File: config.mk
export PLATFORM = sky130hd
export DESIGN_NAME = uart_rx_core
export DESIGN_NICKNAME = d
export VERILOG_FILES = /design/src/rtl/uart_rx_core.sv
export SDC_FILE = /design/constraint.sdc
export NUM_CORES = 1
export LEC_CHECK = 0
export BUFFER_PORTS_ARGS = -buffer_cell sky130_fd_sc_hd__buf_2
export CORE_AREA = 2 2 87 89
export DETAILED_ROUTE_END_ITERATION = 8
export DIE_AREA = 0 0 89 91
export PLACE_DENSITY = 0.73
export RECOVER_POWER = 100
export SLEW_MARGIN = 20
export SYNTH_ARGS = -nofsm -noshare
export SYNTH_HDL_FRONTEND = slang
export SYNTH_SLANG_ARGS = --single-unit
File: constraint.sdc
create_clock -name clk -period 5.75 [get_ports clk]
set_clock_uncertainty 0.05 [all_clocks]
set_input_delay 1.725 -clock clk [delete_from_list [all_inputs] [get_ports clk]]
set_output_delay 1.725 -clock clk [all_outputs]
set_load 0.005 [all_outputs]
File: src/rtl/uart_rx_core.sv
// UART receive front end: programmable 16x baud tick generator feeding an
// 8N1 receiver with a 2-flop input synchronizer.
module uart_rx_core #(
    parameter int CLK_FREQ   = 100_000_000,
    parameter int DATA_WIDTH = 8
) (
    input  logic                  clk,
    input  logic                  arst,
    input  logic [3:0]            baud_sel,
    input  logic                  rx,
    output logic [DATA_WIDTH-1:0] data_out,
    output logic                  rx_done,
    output logic                  frame_err,
    output logic                  rx_busy
);

    localparam int CW = 24;
    localparam int BW = (DATA_WIDTH > 1) ? $clog2(DATA_WIDTH) : 1;

    localparam logic [CW-1:0] DIV_1200   = CW'(CLK_FREQ / (16 * 1200));
    localparam logic [CW-1:0] DIV_2400   = CW'(CLK_FREQ / (16 * 2400));
    localparam logic [CW-1:0] DIV_4800   = CW'(CLK_FREQ / (16 * 4800));
    localparam logic [CW-1:0] DIV_9600   = CW'(CLK_FREQ / (16 * 9600));
    localparam logic [CW-1:0] DIV_19200  = CW'(CLK_FREQ / (16 * 19200));
    localparam logic [CW-1:0] DIV_38400  = CW'(CLK_FREQ / (16 * 38400));
    localparam logic [CW-1:0] DIV_57600  = CW'(CLK_FREQ / (16 * 57600));
    localparam logic [CW-1:0] DIV_115200 = CW'(CLK_FREQ / (16 * 115200));
    localparam logic [CW-1:0] CNT_ONE    = CW'(1);

    localparam logic [1:0] S_IDLE  = 2'd0;
    localparam logic [1:0] S_START = 2'd1;
    localparam logic [1:0] S_DATA  = 2'd2;
    localparam logic [1:0] S_STOP  = 2'd3;

    logic [CW-1:0]         div;
    logic [CW-1:0]         cnt_q, cnt_d;
    logic                  en;
    logic                  tick;

    logic                  sync1_q, sync1_d;
    logic                  sync2_q, sync2_d;
    logic                  rx_s;

    logic [1:0]            state_q, state_d;
    logic [3:0]            tcnt_q, tcnt_d;
    logic [BW-1:0]         bcnt_q, bcnt_d;
    logic [DATA_WIDTH-1:0] shift_q, shift_d;
    logic [DATA_WIDTH-1:0] data_q, data_d;
    logic                  done_q, done_d;
    logic                  ferr_q, ferr_d;

    always_comb begin
        div = DIV_9600;
        case (baud_sel)
            4'd0:    div = DIV_1200;
            4'd1:    div = DIV_2400;
            4'd2:    div = DIV_4800;
            4'd3:    div = DIV_9600;
            4'd4:    div = DIV_19200;
            4'd5:    div = DIV_38400;
            4'd6:    div = DIV_57600;
            4'd7:    div = DIV_115200;
            default: div = DIV_9600;
        endcase
    end

    assign en = (state_q != S_IDLE);

    // Divisor is compared live, so a baud change lands at the next compare.
    always_comb begin
        cnt_d = '0;
        tick  = 1'b0;
        if (en) begin
            if (cnt_q >= div - CNT_ONE) begin
                tick  = 1'b1;
                cnt_d = '0;
            end else begin
                cnt_d = cnt_q + CNT_ONE;
            end
        end
    end

    assign sync1_d = rx;
    assign sync2_d = sync1_q;
    assign rx_s    = sync2_q;

    always_comb begin
        state_d = state_q;
        tcnt_d  = tcnt_q;
        bcnt_d  = bcnt_q;
        shift_d = shift_q;
        data_d  = data_q;
        done_d  = 1'b0;
        ferr_d  = 1'b0;
        unique case (state_q)
            S_IDLE: begin
                if (!rx_s) begin
                    state_d = S_START;
                    tcnt_d  = '0;
                    bcnt_d  = '0;
                end
            end
            S_START: begin
                if (tick) begin
                    if (tcnt_q == 4'd7) begin
                        tcnt_d  = '0;
                        bcnt_d  = '0;
                        state_d = rx_s ? S_IDLE : S_DATA;
                    end else begin
                        tcnt_d = tcnt_q + 4'd1;
                    end
                end
            end
            S_DATA: begin
                if (tick) begin
                    tcnt_d = tcnt_q + 4'd1;
                    if (tcnt_q == 4'd15) begin
                        shift_d = {rx_s, shift_q[DATA_WIDTH-1:1]};
                        if (bcnt_q == BW'(DATA_WIDTH - 1)) begin
                            bcnt_d  = '0;
                            state_d = S_STOP;
                        end else begin
                            bcnt_d = bcnt_q + BW'(1);
                        end
                    end
                end
            end
            S_STOP: begin
                if (tick) begin
                    tcnt_d = tcnt_q + 4'd1;
                    // Leaving at mid stop bit leaves room for a back-to-back start.
                    if (tcnt_q == 4'd15) begin
                        state_d = S_IDLE;
                        if (rx_s) begin
                            data_d = shift_q;
                            done_d = 1'b1;
                        end else begin
                            ferr_d = 1'b1;
                        end
                    end
                end
            end
            default: state_d = S_IDLE;
        endcase
    end

    always_ff @(posedge clk or posedge arst) begin
        if (arst) begin
            cnt_q   <= '0;
            sync1_q <= 1'b1;
            sync2_q <= 1'b1;
            state_q <= S_IDLE;
            tcnt_q  <= '0;
            bcnt_q  <= '0;
            shift_q <= '0;
            data_q  <= '0;
            done_q  <= 1'b0;
            ferr_q  <= 1'b0;
        end else begin
            cnt_q   <= cnt_d;
            sync1_q <= sync1_d;
            sync2_q <= sync2_d;
            state_q <= state_d;
            tcnt_q  <= tcnt_d;
            bcnt_q  <= bcnt_d;
            shift_q <= shift_d;
            data_q  <= data_d;
            done_q  <= done_d;
            ferr_q  <= ferr_d;
        end
    end

    assign data_out  = data_q;
    assign rx_done   = done_q;
    assign frame_err = ferr_q;
    assign rx_busy   = en;

endmodule

## After elaboration in Yosys (flattened, before gate mapping)

Memories as Yosys holds them, arrays and structs flattened.
Cells that the tools add are included.

| word-level totals | value |
|---|---|
| bits in registers | 53 |
| ROM bits | 104 |
| output and inout port bits | 11 |
| word-level logic and storage cells | 75 |
| memories kept | 1 |

Memories:

| memory | depth | width | read ports | clocked after Yosys merged registers in | wr ports | line | text |
|---|---|---|---|---|---|---|---|
| (no name shown) | 8 | 13 | 1 | 0 | 0 | 54 | `case (baud_sel)` |

| cells by class | value |
|---|---|
| reduce and logical (&&, ||, !) cells | 9 |
| add/sub/neg operators | 4 |
| mux-type cells | 35 |
| equal/unequal tests | 15 |
| $lt $le $gt $ge | 1 |

Operators with widths:

| kind | count |
|---|---|
| 24-bit 2-to-1 mux | 3 |
| 24-bit by 1-bit adder with 24-bit output, second input constant | 1 |
| 24-bit >= comparator | 1 |
| 24-bit by 1-bit subtractor with 24-bit output, second input constant | 1 |
| 2-bit 2-to-1 mux | 9 |
| 3-bit 2-to-1 mux | 6 |
| 4-bit 2-to-1 mux | 4 |
| 2-bit != test, second input constant | 8 |
| 4-bit case mux with 3 select lines | 1 |
| 1-bit 2-to-1 mux | 10 |
| 3-bit case mux with 3 select lines | 1 |
| 2-bit case mux with 4 select lines | 1 |
| 8-bit AND reduction | 1 |
| 3-bit AND reduction | 2 |
| 6-bit AND reduction | 1 |
| 4-bit by 1-bit adder with 4-bit output, second input constant | 1 |
| 2-bit equality test, second input constant | 2 |
| 4-bit by 3-bit equality test with 1-bit output, second input constant | 1 |
| 4-bit equality test, second input constant | 1 |
| 4-bit AND reduction | 1 |
| 3-bit by 1-bit adder with 3-bit output, second input constant | 1 |
| 3-bit equality test, second input constant | 1 |
| 3-bit nonzero test | 1 |
| 2-bit by 1-bit equality test with 1-bit output, second input constant | 1 |
| 4 further kinds | 4 |

## Longest topological paths before layout

Gate-level depths: netlist of run 1.
An unclocked memory read counts as a cell.

| depth | value |
|---|---|
| word-level depth | 8 |
| mapped depth | 16 |
| depth with buffers taken out | 16 |

## Worst setup path before layout of run 1

No wires, ideal clock.

| timing path | value |
|---|---|
| kind | input port to flip-flop |
| from | input baud_sel[0] |
| to | register shift_q[0] |
| data arrival time | 4826 ps |
| stages on the path | 15 |
| path slack | 749 ps |
| cell sequence | ha_1 -> a21o_1 -> a21oi_1 -> ha_1 -> nand3_1 -> or2_2 -> nor3b_2 -> xnor2_1 -> ha_1 -> a21oi_1 -> o21ai_0 -> o41ai_2 -> nand2_2 -> nand2_2 -> mux2_2 |

| on the way | value |
|---|---|
| word-level cells in the longest chain between the ends | 7 |

Ends and longest elaborated chain:

| item | line | text |
|---|---|---|
| start, declared | 9 | `input logic [3:0] baud_sel,` |
| memory 8 x 13 bit | -- |  |
| 24-bit 2-to-1 mux | 54 |  |
| 24-bit by 1-bit subtractor with 24-bit output | 74 | `if (cnt_q >= div - CNT_ONE) begin` |
| 24-bit >= comparator | 74 |  |
| 1-bit 2-to-1 mux | 74 |  |
| 1-bit 2-to-1 mux | 73 | `if (en) begin` |
| 3-bit AND reduction (no line) | -- |  |
| end signal, assigned | 166 | `shift_q <= shift_d;` |
| end, declared | 47 | `logic [DATA_WIDTH-1:0] shift_q, shift_d;` |

No other way between the ends.
A chain may end at the register's enable or synchronous reset.

## Final worst setup path of run 1

| timing path | value |
|---|---|
| from | input baud_sel[1] |
| to | register shift_q[0] |

Same word-level chain as after synthesis.

==> reports/results.ini, run 1 <==
[outcome]
status = finished with violations
violations = capacitance limit, slew limit

[job]
drv_cap = 1

[yosys]
syn_inst = 310
synth_edf_count = 0
netlist_area_um2 = 3170
synth_seq_cells = 53
yosysUniqueCellTypes = 49
dominantRegCellSynth = dfrtp_1
avgSynthCellArea_um2 = 10.2
ys_seq_area_share_pct = 41.9
async_flop_share_pct = 100
yosysWarnings = 0

[placed_design]
dp_hpwl_um = 4330
preCtsSetupSlack_ns = 0.247
place_area_um2 = 3420
place_congestion = 0.916
io_buffers = 17

[clocking]
root_buffer = clkbuf_8
cts_buffers = 5
cts_resized = 0
tritoncts = done
cts_setup_buffers = 0
cts_max_path_buffers = 2
clkLatencyLatePin_ns = 0.31
cts.clk_slew.worst_paths_ns = 0.11
holdBufCountCts = 0
htreeDepth = 2
clock_sinks = 53

[layout]
utilization_pct = 49.0
antennaDiodeCount = 0
fin_area_um2 = 3500
drive_above_1_share_pct = 16.0
synthToLayoutAreaGrowth_pct = 10.2
fin_nets = 383

[global_routing]
antenna_found_initial = 0
grt_overflow = 0
grt_pass1_wl_um = 10400
globalRouteTotalUtil_pct = 15.7
grt_max_degree = 54
grt_pass1_vias = 2302

[power_and_ir_drop]
p_per_area_nw_per_um2 = 202
leakage_uw = 0.00173
swShare_pct = 27.8
clkPwrFrac_pct = 31.1
p_int_uw = 509
power_uw = 705
pwr-share-seq_pct = 57.3
netSwitchingPower_uw = 196
ir_worst_vdd_mv = 0.103
p_comb_share_pct = 11.7

[routing]
via_per_inst = 5.21
drc = 0
vias = 2303
wl_um = 5770
drt_first_pass_iters = 4
ant_nets = 0
wl_per_cell_um = 13.0
initialDrtViolationCount = 165

[critical_path]
crit_chain = buf_2, ha_1, a21o_1, a21oi_1, ha_1, nand3_1, or2_2, nor3b_1, xnor2_1, ha_1, a21oi_1, o21ai_0, o41ai_2, nand2_2, nand2_2, mux2_2
end_kind = register
cp_slowest_cell = o41ai_2
critPathLaunchType = input port
cpMostUsedCell = ha_1
required_ns = 5.90
worst_path_largest_cell_delay_ns = 0.50
worstPathArrival_ns = 5.40
cp_max_fo = 9
critical_path_class = input port to register

[sta]
drv_slew = 54
maxSlewHeadroom_pct = -50.0
finalSetupViolCount = 0
tns_ns = 0
min_period_ns = 5.24
fmax_ghz = 0.191
finalWorstSetupSlack_ns = 0.508
finalCritPeriodShare_pct = 91.2
worst-slew-pin-transition_ns = 2.24
grt_setup_unrepaired = false
hold_viol = 0

[floorplanning]
start_util_pct = 44.5
fp.dieArea_um2 = 8100
pin_count = 18
die-height_um = 91
die_w_um = 89
coreArea_um2 = 7140
fp-row-count = 31

[min_path]
hp-class = register to register

==> worst max-delay path, delay by kind of cell <==
family | cells | cell delay (ns)
AND/OR/NAND/NOR | 5 | 1.14
buffers and inverters | 1 | 0.14
XOR/XNOR | 1 | 0.11
AO/OA/AOI/OAI | 5 | 1.24
multiplexers | 1 | 0.36
adder cells (fa/ha/maj) | 3 | 0.66
==> state kept, by name, indices dropped and copies added (netlist names), named ones only <==
name and count:
cnt_q 24, data_out 8, shift_q 8, tcnt_q 4, bcnt_q 3, frame_err 1
rx_done 1, rx_s 1, state_q 1, sync1_q 1
==> stage by stage <==
stage | instances | hold slack [ns]
finish | 442 | 0.303
detailed placement | 434 | 0.298
global route | 442 | 0.323
global placement | 434 | 0.296
CTS | 442 | 0.319
floorplan | 320 | 0.295
==> power by group through the flow <==
stage	sequential [uW]	combinational [uW]	clock (uW)
finish	403	82.4	219
global route	407	97.3	241
floorplan	406	63.5	0
detailed placement	411	83.1	0
CTS	404	83.5	228
global placement	410	77.1	0
==> metal layers <==
layer	vias up	GRT usage, %	wire (um)
li1	1157	-	-
met1	1118	21.5	2810
met2	21	25.1	2740
met5	-	0	0
met3	7	3.27	146
met4	0	4.23	76
==> cell families after synthesis <==
group,count (synthesis),synth area share [%]
AO/OA/AOI/OAI,50,10.8
XOR/XNOR,27,7.45
adder cells (fa/ha/maj),34,13.4
buffers and inverters,16,2.05
flip-flops,53,41.9
multiplexers,19,6.66
other,1,0.118
AND/OR/NAND/NOR,110,17.6
==> path summary, 6_finish.rpt <==
check	start	to	depth (start not counted)	slack (ns)
worst max-delay path	baud_sel[1]	shift_q[0]	16	0.51
min in group asynchronous	arst	cnt_q[3]	2	1.95
worst min-delay path	sync1_q	rx_s	0	0.30
worst max register to register	cnt_q[0]	shift_q[0]	8	3.10
worst min register to register	sync1_q	rx_s	0	0.30
max in group asynchronous	arst	cnt_q[10]	2	2.67
==> area by class of cell <==
class / instances / area (um2)
inverter: 11 / 42.5
clock buffer: 5 / 68.8
clock inverter: 3 / 25.0
timing repair buffer: 20 / 95.1
fill: 691 / 3640
sequential: 53 / 1330
tap: 99 / 124
multi-input combinational: 251 / 1810
==> Yosys cell counts, types with 4 or more instances <==
cell / n / area (um2)
dfrtp_1: 51 / 1280
nor2_1: 36 / 135
ha_1: 34 / 425
nand2_1: 23 / 86.3
xor2_1: 21 / 184
mux2_2: 17 / 191
a21oi_1: 16 / 80.1
nand3_1: 13 / 65.1
inv_1: 11 / 41.3
nand4_1: 11 / 68.8
o21ai_0: 9 / 45.0
xnor2_1: 6 / 52.6
a211oi_1: 4 / 30.0
and3_1: 4 / 25.0
o21a_1: 4 / 30.0
==> placed cells by master (no fill, tap or decap), types with 2 or more instances in the layout <==
cell type and count:
xnor2_1 6, mux2i_1 2, nand2b_1 2, o21ai_0 9, buf_2 13, a32o_1 2, a22o_1 3, or3_1 2
ha_1 34, nor3_1 3, a21oi_1 16, xor2_1 21, nand4_1 11, nor4_1 2, dfrtp_1 51, inv_1 10
nand3_1 13, nor2_1 36, a21o_1 3, nand2_2 2, a211oi_1 4, and4_1 2, and3_1 4, clkbuf_8 5
conb_1 11, clkbuf_1 6, nand2_1 23, o21a_1 4, mux2_2 17, dfstp_2 2
(Power assumes the default switching activity.)
==> run 2: changes to the inputs <==
--- a/config.mk
+++ b/config.mk
@@ -6,10 +6,12 @@
 export NUM_CORES = 1
 export LEC_CHECK = 0
 export BUFFER_PORTS_ARGS = -buffer_cell sky130_fd_sc_hd__buf_2
-export CORE_AREA = 2 2 87 89
+export CELL_PAD_IN_SITES_DETAIL_PLACEMENT = 1
+export CELL_PAD_IN_SITES_GLOBAL_PLACEMENT = 2
+export CORE_AREA = 2 2 89 91
 export DETAILED_ROUTE_END_ITERATION = 8
-export DIE_AREA = 0 0 89 91
-export PLACE_DENSITY = 0.73
+export DIE_AREA = 0 0 91 93
+export PLACE_DENSITY = 0.95
 export RECOVER_POWER = 100
 export SLEW_MARGIN = 20
 export SYNTH_ARGS = -nofsm -noshare
==> reports/results.ini, run 2 (same netlist as run 1, synthesis figures left out) <==
[outcome]
status = finished with violations
violations = capacitance limit, slew limit

[floorplanning]
die-height_um = 93
fp.dieArea_um2 = 8460
pin_count = 18
die_w_um = 91
start_util_pct = 42.2
fp-row-count = 32
coreArea_um2 = 7530

[layout]
multi_input_area_um2 = 1810
ff_latch_area_um2 = 1330
layout_commonest_cell = dfrtp_1
antennaDiodeCount = 0
final_cell_mix = dfrtp_1, nor2_1, ha_1
top_register = cnt_q
synthToLayoutAreaGrowth_pct = 10.0
fillers = 890
drive_above_1_share_pct = 14.3
final_cell_count_no_fill = 445
fin_nets = 383
largest_reg_flops = 24

[job]
drv_cap = 1

[global_routing]
grt_pass1_wl_um = 11500
grt_pass1_vias = 2453
antenna_found_initial = 0
grt_max_degree = 54
grt_overflow = 0
globalRouteTotalUtil_pct = 16.7

[sta]
maxSlewHeadroom_pct = -54.8
finalCritPeriodShare_pct = 91.8
grt_setup_unrepaired = false
whs_ns = 0.313
finalSetupViolCount = 0
drv_slew = 54
fmax_ghz = 0.190
worst-slew-pin-transition_ns = 2.31
hold_viol = 0
min_period_ns = 5.28
tns_ns = 0

[clocking]
cts.clk_slew.worst_paths_ns = 0.10
cts_max_path_buffers = 2
clock_sinks = 53
htreeDepth = 2
cts_setup_buffers = 0
tritoncts = done
holdBufCountCts = 0
cts_resized = 0
root_buffer = clkbuf_8
clkLatencyLatePin_ns = 0.30
cts_buffers = 5

[routing]
wl_um = 6500
ant_nets = 0
via_per_inst = 5.24
wl_per_cell_um = 14.6
drc = 0
initialDrtViolationCount = 70
vias = 2330
drt_first_pass_iters = 3

[power_and_ir_drop]
p_per_area_nw_per_um2 = 202
leakage_uw = 0.00172
clkPwrFrac_pct = 31.2
p_int_uw = 509
netSwitchingPower_uw = 198
swShare_pct = 28.0
pwr-share-seq_pct = 57.2
p_comb_share_pct = 11.6
ir_worst_vdd_mv = 0.118

[critical_path]
critPathLaunchType = input port
cp_max_fo = 9
worst_path_largest_cell_delay_ns = 0.42
worstPathArrival_ns = 5.41
end_kind = register
required_ns = 5.88
cp_slowest_cell = a21oi_1
critical_path_class = input port to register
crit_chain = buf_2, ha_1, a21o_1, a21oi_1, ha_1, nand3_1, or2_2, nor3b_1, xnor2_1, ha_1, a21oi_1, o21ai_0, o21a_1, o41ai_2, a21oi_1, nand3_4, mux2_1

[placed_design]
place_inst = 437
place_congestion = 0.776
io_buffers = 17
dp_hpwl_um = 4880

[min_path]
hp-class = register to register

==> run 2: critical path, delay by kind of cell <==
kind,cells,cell delay (ns)
AND/OR/NAND/NOR,4,0.90
buffers and inverters,1,0.15
AO/OA/AOI/OAI,7,1.47
multiplexers,1,0.38
adder cells (fa/ha/maj),3,0.64
XOR/XNOR,1,0.15
==> run 2: worst paths after layout <==
| path | startpoint | endpoint | slack (ns) | depth (start not counted) |
|---|---|---|---|---|
| hold reg to reg | sync1_q | rx_s | 0.31 | 0 |
| max in group asynchronous | arst | rx_done | 2.63 | 2 |
| setup / recovery | baud_sel[1] | data_out[6] | 0.47 | 17 |
| setup reg to reg | cnt_q[19] | data_out[6] | 2.96 | 8 |
| hold / removal | sync1_q | rx_s | 0.31 | 0 |
| min in group asynchronous | arst | frame_err | 1.98 | 2 |
==> run 2: final cells by class <==
class                   instances  share of cell area, %
multi-input cells             251                   51.7
flip-flops and latches         53                   38.1
well taps                     102                   3.66
repair buffers                 20                   2.62
clock buffers                   5                   1.97
inverters                      11                   1.22
clock inverters                 3                  0.753
==> run 2: power by group through the flow <==
stage / registers [uW] / clock network [uW] / logic [uW]
floorplan: 406 / 0 / 63.5
global placement: 410 / 0 / 77.6
detailed placement: 412 / 0 / 83.4
CTS: 404 / 229 / 84.2
global route: 408 / 239 / 98.2
finish: 404 / 220 / 81.9
==> run 2: through the flow <==
step                      setup slack (ns)  instance area, um2  total power [uW]  util (%)
after floorplan                      0.749                3210               470         -
after global placement               0.342                3420               488      45.5
after detailed placement             0.216                3420               495      45.5
after CTS                            0.556                3520               718      46.7
after global routing                 0.164                3490               745      46.4
final                                0.473                3490               707      46.4
==> run 2: metal layers <==
metal | track usage (%) | routed length, um | vias up
li1 | - | - | 1157
met1 | 21.4 | 3090 | 1156
met2 | 29.7 | 3230 | 11
met3 | 2.26 | 80 | 6
met4 | 4.42 | 91 | 0
met5 | 0 | 0 | -
==> run 3: changes to the inputs <==
--- a/config.mk
+++ b/config.mk
@@ -13,6 +13,7 @@
 export DIE_AREA = 0 0 91 93
 export PLACE_DENSITY = 0.95
 export RECOVER_POWER = 100
+export REMOVE_ABC_BUFFERS = 1
 export SLEW_MARGIN = 20
 export SYNTH_ARGS = -nofsm -noshare
 export SYNTH_HDL_FRONTEND = slang
==> reports/results.ini, run 3 (same netlist as run 1, synthesis figures left out) <==
[outcome]
status = finished with violations
violations = capacitance limit, slew limit

[clocking]
cts_buffers = 5
cts.clk_slew.worst_paths_ns = 0.10
cts_resized = 0
holdBufCountCts = 0
cts_max_path_buffers = 2
tritoncts = done
htreeDepth = 2
clkLatencyLatePin_ns = 0.31
cts_setup_buffers = 0
root_buffer = clkbuf_8
clock_sinks = 53

[power_and_ir_drop]
leakage_uw = 0.00174
netSwitchingPower_uw = 195
swShare_pct = 27.7
p_comb_share_pct = 11.6
pwr-share-seq_pct = 57.3
clkPwrFrac_pct = 31.1
ir_worst_vdd_mv = 0.138
p_int_uw = 509
p_per_area_nw_per_um2 = 202

[routing]
wl_um = 6500
drc = 0
initialDrtViolationCount = 79
vias = 2369
wl_per_cell_um = 14.6
via_per_inst = 5.34
drt_first_pass_iters = 6
ant_nets = 0

[sta]
grt_setup_unrepaired = false
fmax_ghz = 0.188
maxSlewHeadroom_pct = -52.2
tns_ns = 0
min_period_ns = 5.32
worst-slew-pin-transition_ns = 2.27
drv_slew = 54
finalCritPeriodShare_pct = 92.5
finalSetupViolCount = 0
hold_viol = 0

[critical_path]
timing.critical_path.buf_inv = 2
crit_chain = buf_2, inv_1, a21o_1, a21oi_1, ha_1, nand3_1, or2_2, nor3b_2, xnor2_1, ha_1, a21oi_1, o21ai_0, o41ai_2, a21oi_2, nand3_1, mux2_2
end_kind = register
critical_path_class = input port to register
critPathLaunchType = input port
required_ns = 5.90
cp_max_fo = 12
cp_top_family = compound AO/OA/AOI/OAI gates
worst_path_largest_cell_delay_ns = 0.51
cp_slowest_cell = o41ai_2
worstPathArrival_ns = 5.47

[layout]
layout_commonest_cell = dfrtp_1
drive_above_1_share_pct = 16.7
antennaDiodeCount = 0
largest_reg_flops = 24
final_cell_mix = dfrtp_1, nor2_1, ha_1
fillers = 895
fin_area_um2 = 3490
fin_nets = 382
top_register = cnt_q
synthToLayoutAreaGrowth_pct = 10.0

[job]
drv_cap = 1

[global_routing]
grt_pass1_wl_um = 11100
globalRouteTotalUtil_pct = 16.2
grt_max_degree = 54
antenna_found_initial = 0
grt_overflow = 0
grt_pass1_vias = 2402

[placed_design]
place_congestion = 0.826
dp_hpwl_um = 4890
io_buffers = 17
place_area_um2 = 3410

[floorplanning]
die_w_um = 91
fp-row-count = 32
fp.dieArea_um2 = 8460
pin_count = 18
coreArea_um2 = 7530
start_util_pct = 42.2
die-height_um = 93

[min_path]
hp-class = register to register

==> run 3: final timing paths <==
kind,startpoint,end,slack (ns),cells past startpoint
setup / recovery,baud_sel[2],data_out[7],0.43,16
hold / removal,sync1_q,rx_s,0.31,0
setup reg to reg,cnt_q[19],data_out[7],2.96,8
hold reg to reg,sync1_q,rx_s,0.31,0
max in group asynchronous,arst,cnt_q[11],2.67,2
min in group asynchronous,arst,data_out[4],1.95,2
==> run 3: power by group through the flow <==
stage	sequential, uW	combinational, uW	clock (uW)
6_report	404	81.4	219
3_5_place_dp	411	82.7	0
4_1_cts	404	83.3	228
5_1_grt	406	96.1	240
2_1_floorplan	406	61.6	0
3_3_place_gp	410	78.0	0
==> run 3: final cells by class <==
| class | instances | area, um2 | share of cell area [%] |
|---|---|---|---|
| repair buffers | 19 | 93.8 | 2.69 |
| well taps | 102 | 128 | 3.66 |
| clock inverters | 3 | 25.0 | 0.717 |
| inverters | 11 | 42.5 | 1.22 |
| flip-flops and latches | 53 | 1330 | 38.1 |
| clock buffers | 5 | 68.8 | 1.97 |
| multi-input cells | 251 | 1800 | 51.7 |
==> run 3: worst register-to-register path: cells and delay by family (launching register included) <==
family          cells  cell delay (ns)
flops               1             0.46
fa+ha+maj           1             0.35
mux                 1             0.40
compound gates      3             0.55
simple gates        3             0.87
==> run 3: stage by stage <==
| step | power (uW) | utilization (%) | cells | hold slack, ns | setup slack [ns] |
|---|---|---|---|---|---|
| 2_1_floorplan | 468 | - | 315 | 0.295 | 0.533 |
| 4_1_cts | 715 | 46.6 | 444 | 0.313 | 0.455 |
| 6_report | 704 | 46.4 | 444 | 0.311 | 0.429 |
| 3_5_place_dp | 494 | 45.4 | 436 | 0.301 | 0.152 |
| 5_1_grt | 742 | 46.4 | 444 | 0.311 | 0.0643 |
| 3_3_place_gp | 488 | 45.4 | 436 | 0.296 | 0.342 |
==> run 3: per-layer routing <==
metal | wire [um] | global-route usage (%) | part of all wire (%) | up-vias
li1 | - | - | - | 1157
met1 | 3080 | 20.7 | 47 | 1191
met2 | 3250 | 28.6 | 50 | 15
met3 | 82 | 2.66 | 1.3 | 6
met4 | 84 | 4.55 | 1.3 | 0
met5 | 0 | 0 | 0 | -
